--- config.mk ---
export PLATFORM = sky130hd
export DESIGN_NAME = sim_halt_monitor
export DESIGN_NICKNAME = d
export VERILOG_FILES = /design/src/rtl/sim_halt_monitor.sv
export SDC_FILE = /design/constraint.sdc
export NUM_CORES = 1
export LEC_CHECK = 0
export CAP_MARGIN = 10
export CORE_MARGIN = 3
export CORE_UTILIZATION = 35
export CTS_CLUSTER_SIZE = 25
export DETAILED_ROUTE_END_ITERATION = 6
export PLACE_DENSITY_LB_ADDON = 0.2
export SLEW_MARGIN = 20
export SYNTH_ARGS = -nofsm -noshare
export SYNTH_HDL_FRONTEND = slang
export SYNTH_SLANG_ARGS = --single-unit
--- constraint.sdc ---
create_clock -name clk -period 8.8 [get_ports clk]
set_input_delay 1.76 -clock clk [delete_from_list [all_inputs] [get_ports clk]]
set_output_delay 1.76 -clock clk [all_outputs]
set_load 0.02 [all_outputs]
--- src/rtl/sim_halt_monitor.sv ---
// sim_halt_monitor
//   End-of-test monitor for RISC-V core simulations. Watches the retire
//   stream and data-memory store port. It declares the run finished on one of
//   three events:
//     - a self-loop halt: LOOP_REPEAT consecutive HALT_INSTR retires at one pc
//     - a tohost PASS/FAIL store
//     - a watchdog timeout
//   All outputs are registered. The monitor drives no core signal.
//
// Ports
//   clk          rising-edge clock
//   reset        synchronous, active-low reset
//   retire       an instruction retires this cycle
//   pc, instr    pc and encoding of the retiring instruction
//   mem_write    data-memory store strobe
//   data_adr     store address
//   write_data   store data
//   done         run finished (sticky until reset)
//   status       0 RUN, 1 HALT_LOOP, 2 PASS, 3 FAIL, 4 TIMEOUT
//   halt_pc      pc of the halt loop or of the reporting store
//   fail_code    write_data>>1 of a FAIL store, else 0
//   cycle_count  cycles spent in RUN (saturating)
//   retire_count retirements seen in RUN (saturating)

module sim_halt_monitor #(
  parameter int unsigned     XLEN           = 32,
  parameter int unsigned     CNT_W          = 32,
  parameter logic [XLEN-1:0] HALT_INSTR     = 32'h0000006f,
  parameter int              LOOP_REPEAT    = 2,
  parameter logic [XLEN-1:0] TOHOST_ADDR    = 32'h00000100,
  parameter int unsigned     TIMEOUT_CYCLES = 100000
) (
  input  logic             clk,
  input  logic             reset,
  input  logic             retire,
  input  logic [XLEN-1:0]  pc,
  input  logic [XLEN-1:0]  instr,
  input  logic             mem_write,
  input  logic [XLEN-1:0]  data_adr,
  input  logic [XLEN-1:0]  write_data,
  output logic             done,
  output logic [2:0]       status,
  output logic [XLEN-1:0]  halt_pc,
  output logic [XLEN-1:0]  fail_code,
  output logic [CNT_W-1:0] cycle_count,
  output logic [CNT_W-1:0] retire_count
);

  if (LOOP_REPEAT < 1) begin : g_bad_loop_repeat
    $error("sim_halt_monitor: LOOP_REPEAT must be >= 1");
  end

  localparam int unsigned REP_W = (LOOP_REPEAT < 2) ? 1 : $clog2(LOOP_REPEAT + 1);

  typedef enum logic [2:0] {
    ST_RUN       = 3'd0,
    ST_HALT_LOOP = 3'd1,
    ST_PASS      = 3'd2,
    ST_FAIL      = 3'd3,
    ST_TIMEOUT   = 3'd4
  } state_t;

  state_t            state;
  logic [REP_W-1:0]  rep;
  logic [REP_W-1:0]  rep_next;
  logic [XLEN-1:0]   last_pc;
  logic [CNT_W-1:0]  cyc_inc;
  logic              is_halt;
  logic              tohost_store;
  logic              pass_hit;
  logic              fail_hit;
  logic              loop_hit;
  logic              timeout_hit;

  assign status = state;

  assign is_halt      = retire && (instr == HALT_INSTR);
  assign tohost_store = retire && mem_write && (data_adr == TOHOST_ADDR);
  assign pass_hit     = tohost_store && (write_data == XLEN'(1));
  assign fail_hit     = tohost_store && write_data[0] && (write_data != XLEN'(1));
  assign cyc_inc      = (&cycle_count) ? cycle_count : cycle_count + 1'b1;
  assign timeout_hit  = (TIMEOUT_CYCLES != 0) && (cyc_inc == CNT_W'(TIMEOUT_CYCLES));

  // rep counts the current run of HALT_INSTR retires at a single pc; a halt
  // at a new pc starts a fresh run rather than clearing it.
  always_comb begin
    rep_next = rep;
    if (retire) begin
      if (instr == HALT_INSTR) begin
        if (rep == '0 || pc == last_pc) rep_next = rep + 1'b1;
        else                            rep_next = REP_W'(1);
      end else begin
        rep_next = '0;
      end
    end
  end

  assign loop_hit = is_halt && (rep_next == REP_W'(LOOP_REPEAT));

  always_ff @(posedge clk) begin
    if (!reset) begin
      state        <= ST_RUN;
      done         <= 1'b0;
      halt_pc      <= '0;
      fail_code    <= '0;
      cycle_count  <= '0;
      retire_count <= '0;
      rep          <= '0;
      last_pc      <= '0;
    end else if (state == ST_RUN) begin
      cycle_count <= cyc_inc;
      if (retire && !(&retire_count)) retire_count <= retire_count + 1'b1;
      rep <= rep_next;
      if (is_halt) last_pc <= pc;

      if (pass_hit) begin
        state   <= ST_PASS;
        done    <= 1'b1;
        halt_pc <= pc;
      end else if (fail_hit) begin
        state     <= ST_FAIL;
        done      <= 1'b1;
        halt_pc   <= pc;
        fail_code <= {1'b0, write_data[XLEN-1:1]};
      end else if (loop_hit) begin
        state   <= ST_HALT_LOOP;
        done    <= 1'b1;
        halt_pc <= pc;
      end else if (timeout_hit) begin
        state <= ST_TIMEOUT;
        done  <= 1'b1;
      end
    end
  end

endmodule

Word-level counts from Yosys, hierarchy flattened
Cells that the tools add are included.
{ "totals": {"register_bits": 165, "in_bits": 132, "output_inout_bits": 132} }
{ "classes": {"addsub": 3, "n_eq_ne": 7, "n_mux": 15, "n_bitwise": 1, "n_reduce_logical": 21} }
{ "op_table": {"columns": ["operator", "count"], "rows": [
  ["2-to-1 mux 32 bit", 4],
  ["adder 32 x 1 -> 32 bit (second input constant)", 2],
  ["AND reduction 32 bit", 2],
  ["== test 32 x 1 -> 1 bit (second input constant)", 1],
  ["== test 32 x 17 -> 1 bit (second input constant)", 1],
  ["== test 32 bit", 1],
  ["== test 32 x 7 -> 1 bit (second input constant)", 1],
  ["== test 32 x 9 -> 1 bit (second input constant)", 1],
  ["inequality test 32 x 1 -> 1 bit (second input constant)", 1],
  ["2-to-1 mux 3 bit", 4],
  ["logical AND 1 bit", 8],
  ["AND reduction 2 bit", 4],
  ["2-to-1 mux 2 bit", 3],
  ["2-to-1 mux 1 bit", 4],
  ["nonzero test 4 bit", 1],
  ["zero test 3 bit", 1],
  ["AND reduction 3 bit", 1],
  ["nonzero test 3 bit", 1],
  ["adder 2 x 1 -> 2 bit (second input constant)", 1],
  ["== test 2 bit (second input constant)", 1],
  ["zero test 2 bit", 1],
  ["zero test 1 bit", 1],
  ["logical OR 1 bit", 1],
  ["inverter 1 bit", 1]
]} }

Logic depth before layout (Yosys ltp)
Gate-level depths: netlist of run 1.
{ "logic_depth": {"ltp_word": 10, "mapped_depth": 10} }

Worst setup path after synthesis of run 1
No wires, ideal clock.
{ "synth_path": {"path_type": "input -> register", "start": "input port instr[10]", "end": "register halt_pc[0]", "setup_ns": 0.128, "arrival_ns": 3.536, "slack_ns": 5.136, "path_stages": 8, "cell_sequence": "nor4_1 -> nand4_1 -> nor4_1 -> nor4b_1 -> o21ai_1 -> clkbuf_1 -> mux2i_1 -> nor2_1"} }
{ "synth_via": {"elab_chain_len": 7, "elab_cells_between_ends": 8, "cone_classes": "2 x eq/ne; 2 x mux; 4 x reduce/logical"} }
{ "synth_rtl": {"columns": ["item", "line_no", "source"], "rows": [
  ["start, declared", "37", "input logic [XLEN-1:0] instr,"],
  ["== test 32 x 7 -> 1 bit (*)", "77, 89", null],
  ["2-to-1 mux 2 bit", "89", "if (instr == HALT_INSTR) begin"],
  ["2-to-1 mux 2 bit", "88", "if (retire) begin"],
  ["== test 2 bit", "98", "assign loop_hit = is_halt && (rep_next == REP_W'(LOOP_REPEAT));"],
  ["logical AND 1 bit (*)", "98", null],
  ["nonzero test 3 bit (no source line) (*)", null, null],
  ["AND reduction 2 bit (no source line) (*)", null, null],
  ["end signal, assigned", "119", "halt_pc <= pc;"],
  ["end signal, assigned", "123", "halt_pc <= pc;"],
  ["end signal, assigned", "128", "halt_pc <= pc;"],
  ["end, declared", "43", "output logic [XLEN-1:0] halt_pc,"]
]} }
Mark *: on every way between the ends. The rest lies on a longest branch, timed or not.
A chain may end at the register's enable or synchronous reset.

Worst setup path in the final report of run 1
{ "layout_path": {"start": "input port instr[5]", "end": "register halt_pc[15]"} }
Same word-level chain as after synthesis.

==> results of run 1 <==
## sequential cells by signal, indices dropped and copies added, names as in the netlist
register / flops
cycle_count: 32
done: 1
fail_code: 31
halt_pc: 32
last_pc: 32
rep: 2
retire_count: 32
status: 3
## power by group
group | leakage, nW | internal (mW) | switching [mW]
logic | 2.42 | 0.0656 | 0.0451
registers | 1.33 | 0.748 | 0.00395
clock network | 0.291 | 0.391 | 0.359
total | 4.04 | 1.20 | 0.409
## logic make-up (layout without fill, tap and decap cells)
logic type                 count (synthesis)  after routing  synth area share (%)
and+or+nand+nor                          388            388                  25.0
adders and majority gates                  3              3                 0.479
DFF                                      165            165                  42.1
AOI/OAI and AO/OA                        100            100                  8.52
xor gates and xnor gates                  71             71                  7.93
buffers and inverters                     62            313                  3.18
muxes                                     99             99                  12.7
other                                      1              1                0.0478
## per-stage QoR
step           utilization (%)  setup WS (ns)  hold WS (ns)  instances
3_3_place_gp              48.9           4.08         0.472       1388
2_1_floorplan                -           5.14         0.454        889
5_1_grt                   51.6           4.40         0.524       1420
4_1_cts                   51.6           4.51         0.497       1420
3_5_place_dp              48.9           4.05         0.480       1388
6_report                  51.6           4.53         0.495       1420
## synthesized netlist by cell type, drive strengths merged, types with 3 or more instances
cell type,instances
a211o,4
a21oi,25
a221oi,3
a311oi,10
a31oi,3
and2,9
and3,20
and4,8
buf,11
clkbuf,40
dfxtp,165
ha,3
inv,11
mux2i,97
nand2,46
nand3,29
nand3b,3
nand4,23
nor2,148
nor3,24
nor4,48
nor4b,6
o21a,9
o21ai,28
or3,11
or4,4
xnor2,27
xor2,44
## final timing paths
check                  from         endpoint  slack (ns)  depth (start not counted)
max                instr[5]      halt_pc[15]        4.53                          9
min           fail_code[23]    fail_code[23]        0.49                          2
min reg2reg   fail_code[23]    fail_code[23]        0.49                          2
max reg2reg  cycle_count[0]  cycle_count[18]        5.43                          7
## layer usage
| layer | wire length, um | global-route usage (%) | up-vias |
|---|---|---|---|
| li1 | - | - | 3665 |
| met4 | 183 | 4.50 | 0 |
| met2 | 11000 | 30.1 | 203 |
| met1 | 11000 | 25.8 | 3483 |
| met5 | 0 | 0 | - |
| met3 | 1570 | 5.24 | 16 |
## tightest hold or removal path: cells and delay by family, from the launching register on
family	cells	cell delay [ns]
multiplexers	1	0.06
AND/OR/NAND/NOR	1	0.07
flip-flops	1	0.33
## area by class of cell
| type | count | area [um^2] |
|---|---|---|
| Fill cell | 2115 | 10600 |
| Clock inverter | 14 | 155 |
| Multi-Input combinational cell | 662 | 4330 |
| Tap cell | 280 | 350 |
| Clock buffer | 18 | 439 |
| Timing Repair Buffer | 270 | 2680 |
| Inverter | 11 | 43.8 |
| Sequential cell | 165 | 3300 |
==> results.py, run 1 <==
metrics = {
    "run_status": {
        "status": "finished clean",
    },
    "clock_tree": {
        "cts_hold_buf": 0,
        "cts_root_buf": "clkbuf_16",
        "numCtsBuffers": 17,
        "cts_tree": "yes",
        "clkSinkCount": 165,
        "h-tree-depth": 4,
        "clock_latency_ns": 0.43,
        "cts_setup_buffers": 0,
        "cts_resized": 0,
        "cts_max_path_buffers": 2,
        "clkTransAtPathRegs_ns": 0.07,
    },
    "final_layout": {
        "final_cell_mix": "clkdlybuf4s50_1 (262), dfxtp_1 (165), nor2_1 (148)",
        "nets": 1262,
        "drive_above_1_share_pct": 4.56,
        "final_common_cell": "clkdlybuf4s50_1",
        "syn_to_final_growth_pct": 44.1,
        "final_area_um2": 11300,
        "antenna_cells": 0,
    },
    "worst_setup_path": {
        "cp-start-kind": "input pin",
        "cp_num_buf_inv": 2,
        "cp-end-kind": "flop",
        "crit_chain": "clkdlybuf4s50_1 > nor4bb_1 > nand4_1 > nor4_1 > nor4b_1 > o21ai_4 > buf_4 > mux2i_1 > nor2_1",
        "cp_top_family": "simple AND/OR/NAND/NOR gates",
        "critical_path.max_stage_delay_ns": 0.61,
        "worstPathArrival_ns": 4.57,
        "worstSetupPathType": "input pin to flop",
        "required_ns": 9.09,
        "crit_slowest_cell": "nor4b_1",
        "cp_max_fo": 34,
    },
    "floorplanning": {
        "die-area_um2": 24200,
        "rows": 54,
        "die_y_um": 156,
        "coreArea_um2": 21900,
        "die_x_um": 156,
        "ios": 264,
        "start_util_pct": 35.8,
    },
    "pwr": {
        "ir_worst_vdd_mv": 0.109,
        "power_density_nw_per_um2": 143,
        "leakage_nw": 4.04,
        "power_mw": 1.61,
    },
    "logic_synthesis": {
        "synth_area_leaders": "dfxtp_1 (42%), mux2i_1 (12%), nor2_1 (7.1%)",
        "syn_area_um2": 7840,
        "synth-seq-area-share_pct": 42.1,
        "ys_dominant_reg_cell": "dfxtp_1",
        "syn-mean-instance-area_um2": 8.82,
        "ys_ff_latch": 165,
        "synth_nets": 1024,
        "synthCells": 889,
        "synth_edf_count": 0,
        "synth_top_area_share_pct": 42.1,
        "yosysTopAreaCell": "dfxtp_1",
        "async_reset_ff_share_pct": 0,
        "ys_types": 58,
        "ys_warn_count": 0,
    },
    "global_routing": {
        "antenna_found_initial": 0,
        "grt_usage_pct": 19.0,
        "grt_max_degree": 85,
        "first_global_vias": 7097,
        "grt_first_pass_wirelength_um": 37500,
        "overflow": 0,
    },
    "route": {
        "totalWireLength_um": 23800,
        "wl_per_cell_um": 16.7,
        "drc_errors": 0,
        "first_pass_iters": 5,
        "dr_total_vias": 7367,
        "drt-initial-drc-count": 405,
        "vias_per_cell": 5.19,
        "ant_nets": 0,
    },
    "place": {
        "port_buffers": 262,
        "gp_congestion": 0.810,
        "hpwl_um": 17300,
        "dpl-instance-area_um2": 10700,
    },
    "sta": {
        "finalSetupViolCount": 0,
        "worst_slew_pin_slew_ns": 1.01,
        "setup_tns_ns": 0,
        "finClkSkew_ns": 0.0168,
        "max_slew_margin_pct": 32.3,
        "slew_violations": 0,
        "period_share_pct": 48.6,
        "min_period_ns": 4.27,
        "rsz0062_at_grt": "false",
        "max_clock_freq_ghz": 0.234,
        "hold_viol_final": 0,
    },
    "worst_hold_path": {
        "min-delay-path-class": "flop to flop",
    },
    "run": {
        "cap_violations": 0,
    },
}
Power figures use the tool's default switching activity.
==> inputs of run 2 (changes only) <==
==> constraint.sdc (replaced) <==
create_clock -name clk -period 4.1 [get_ports clk]
set_input_delay 0.82 -clock clk [delete_from_list [all_inputs] [get_ports clk]]
set_output_delay 0.82 -clock clk [all_outputs]
set_load 0.02 [all_outputs]
==> results.py, run 2 (synthesis gave the netlist of run 1 again) <==
metrics = {
    "clock_tree": {
        "cts_resized": 0,
        "clkTransAtPathRegs_ns": 0.07,
        "numCtsBuffers": 17,
        "clkSinkCount": 165,
        "cts_root_buf": "clkbuf_16",
        "cts_max_path_buffers": 2,
        "cts_setup_buffers": 0,
        "cts_tree": "yes",
        "cts_hold_buf": 0,
        "clock_latency_ns": 0.43,
        "h-tree-depth": 4,
    },
    "final_layout": {
        "final_area_um2": 11400,
        "final_common_cell": "clkdlybuf4s50_1",
        "drive_above_1_share_pct": 4.80,
        "fin_util_pct": 51.9,
        "final_cell_mix": "clkdlybuf4s50_1 (262), dfxtp_1 (165), nor2_1 (148)",
        "syn_to_final_growth_pct": 44.8,
        "nets": 1267,
        "antenna_cells": 0,
        "final_cells": 1425,
    },
    "worst_setup_path": {
        "worstSetupPathType": "input pin to flop",
        "required_ns": 4.39,
        "cp-startpoint": "instr[13]",
        "cp-end-kind": "flop",
        "worstPathArrival_ns": 3.44,
        "worstReg2RegStart": "cycle_count[0]",
        "cp_max_fo": 34,
        "cp-start-kind": "input pin",
    },
    "place": {
        "hpwl_um": 17400,
        "dpl-instance-area_um2": 10800,
        "gp_congestion": 0.828,
        "placed_cells": 1393,
        "port_buffers": 262,
    },
    "global_routing": {
        "grt_usage_pct": 19.5,
        "grt_max_degree": 79,
        "grt_first_pass_wirelength_um": 38500,
        "first_global_vias": 7165,
        "overflow": 0,
        "antenna_found_initial": 0,
    },
    "floorplanning": {
        "start_util_pct": 35.8,
        "coreArea_um2": 21900,
        "die-area_um2": 24200,
        "rows": 54,
        "ios": 264,
        "die_y_um": 156,
        "die_x_um": 156,
    },
    "route": {
        "totalWireLength_um": 23900,
        "ant_nets": 0,
        "highest_layer": "met4",
        "dr_total_vias": 7356,
        "m1WireLength_um": 11000,
        "drt-initial-drc-count": 425,
        "first_pass_iters": 5,
        "vias_per_cell": 5.16,
        "drc_errors": 0,
        "wl_met3_um": 1720,
        "wl_per_cell_um": 16.7,
        "met2_wirelength_um": 11000,
    },
    "run": {
        "cap_violations": 0,
    },
    "worst_hold_path": {
        "hold_start": "rep[1]",
        "min-delay-path-class": "flop to flop",
    },
    "sta": {
        "finalSetupViolCount": 0,
        "finClkSkew_ns": 0.0153,
        "rsz0062_at_grt": "false",
        "slew_violations": 0,
        "hold_viol_final": 0,
        "setup_tns_ns": 0,
        "period_share_pct": 77.0,
        "max_slew_margin_pct": 43.4,
        "worst_slew_pin_slew_ns": 0.842,
        "max_clock_freq_ghz": 0.317,
        "fin_hold_ws_ns": 0.496,
        "min_period_ns": 3.16,
    },
    "pwr": {
        "power_density_nw_per_um2": 304,
        "ir_worst_vdd_mv": 0.239,
        "leakage_nw": 4.07,
    },
    "run_status": {
        "status": "finished clean",
    },
}
-- run 2: per-stage QoR --
| stage | setup slack (ns) | power, mW |
|---|---|---|
| final | 0.945 | 3.45 |
| after CTS | 0.885 | 3.50 |
| after floorplan | 1.18 | 1.71 |
| after global placement | 0.445 | 1.89 |
| after global routing | 0.654 | 3.59 |
| after detailed placement | 0.418 | 1.89 |
-- run 2: cell type report --
type	count	area (um^2)
tap	280	350
timing repair buffer	275	2750
clock buffer	18	439
sequential	165	3300
inverter	11	43.8
fill	2123	10500
clock inverter	14	155
multi-input combinational	662	4320
-- run 2: where the power goes --
| part | switching, mW | internal [mW] | total [mW] |
|---|---|---|---|
| logic | 0.0969 | 0.142 | 0.239 |
| clock network | 0.765 | 0.835 | 1.60 |
| registers | 0.00809 | 1.61 | 1.61 |
-- run 2: worst paths after layout --
check | to | slack (ns) | depth (start not counted)
worst min register to register | rep[1] | 0.50 | 2
worst min-delay path | rep[1] | 0.50 | 2
worst max-delay path | halt_pc[14] | 0.94 | 10
worst max register to register | done | 0.96 | 8
-- run 2: metal layers --
layer	up-vias	global-route usage (%)
li1	3676	-
met1	3447	26.9
met2	223	30.7
met3	10	5.77
met4	0	3.63
met5	-	0
-- run 2: critical path: stages --
cell and delay, ns:
clkdlybuf4s50_1 0.43, nor4_1 0.35, nand4_1 0.20, nor4_1 0.50
nor4b_1 0.30, buf_4 0.18, o21ai_4 0.05, buf_4 0.31
mux2i_1 0.23, nor2_1 0.06
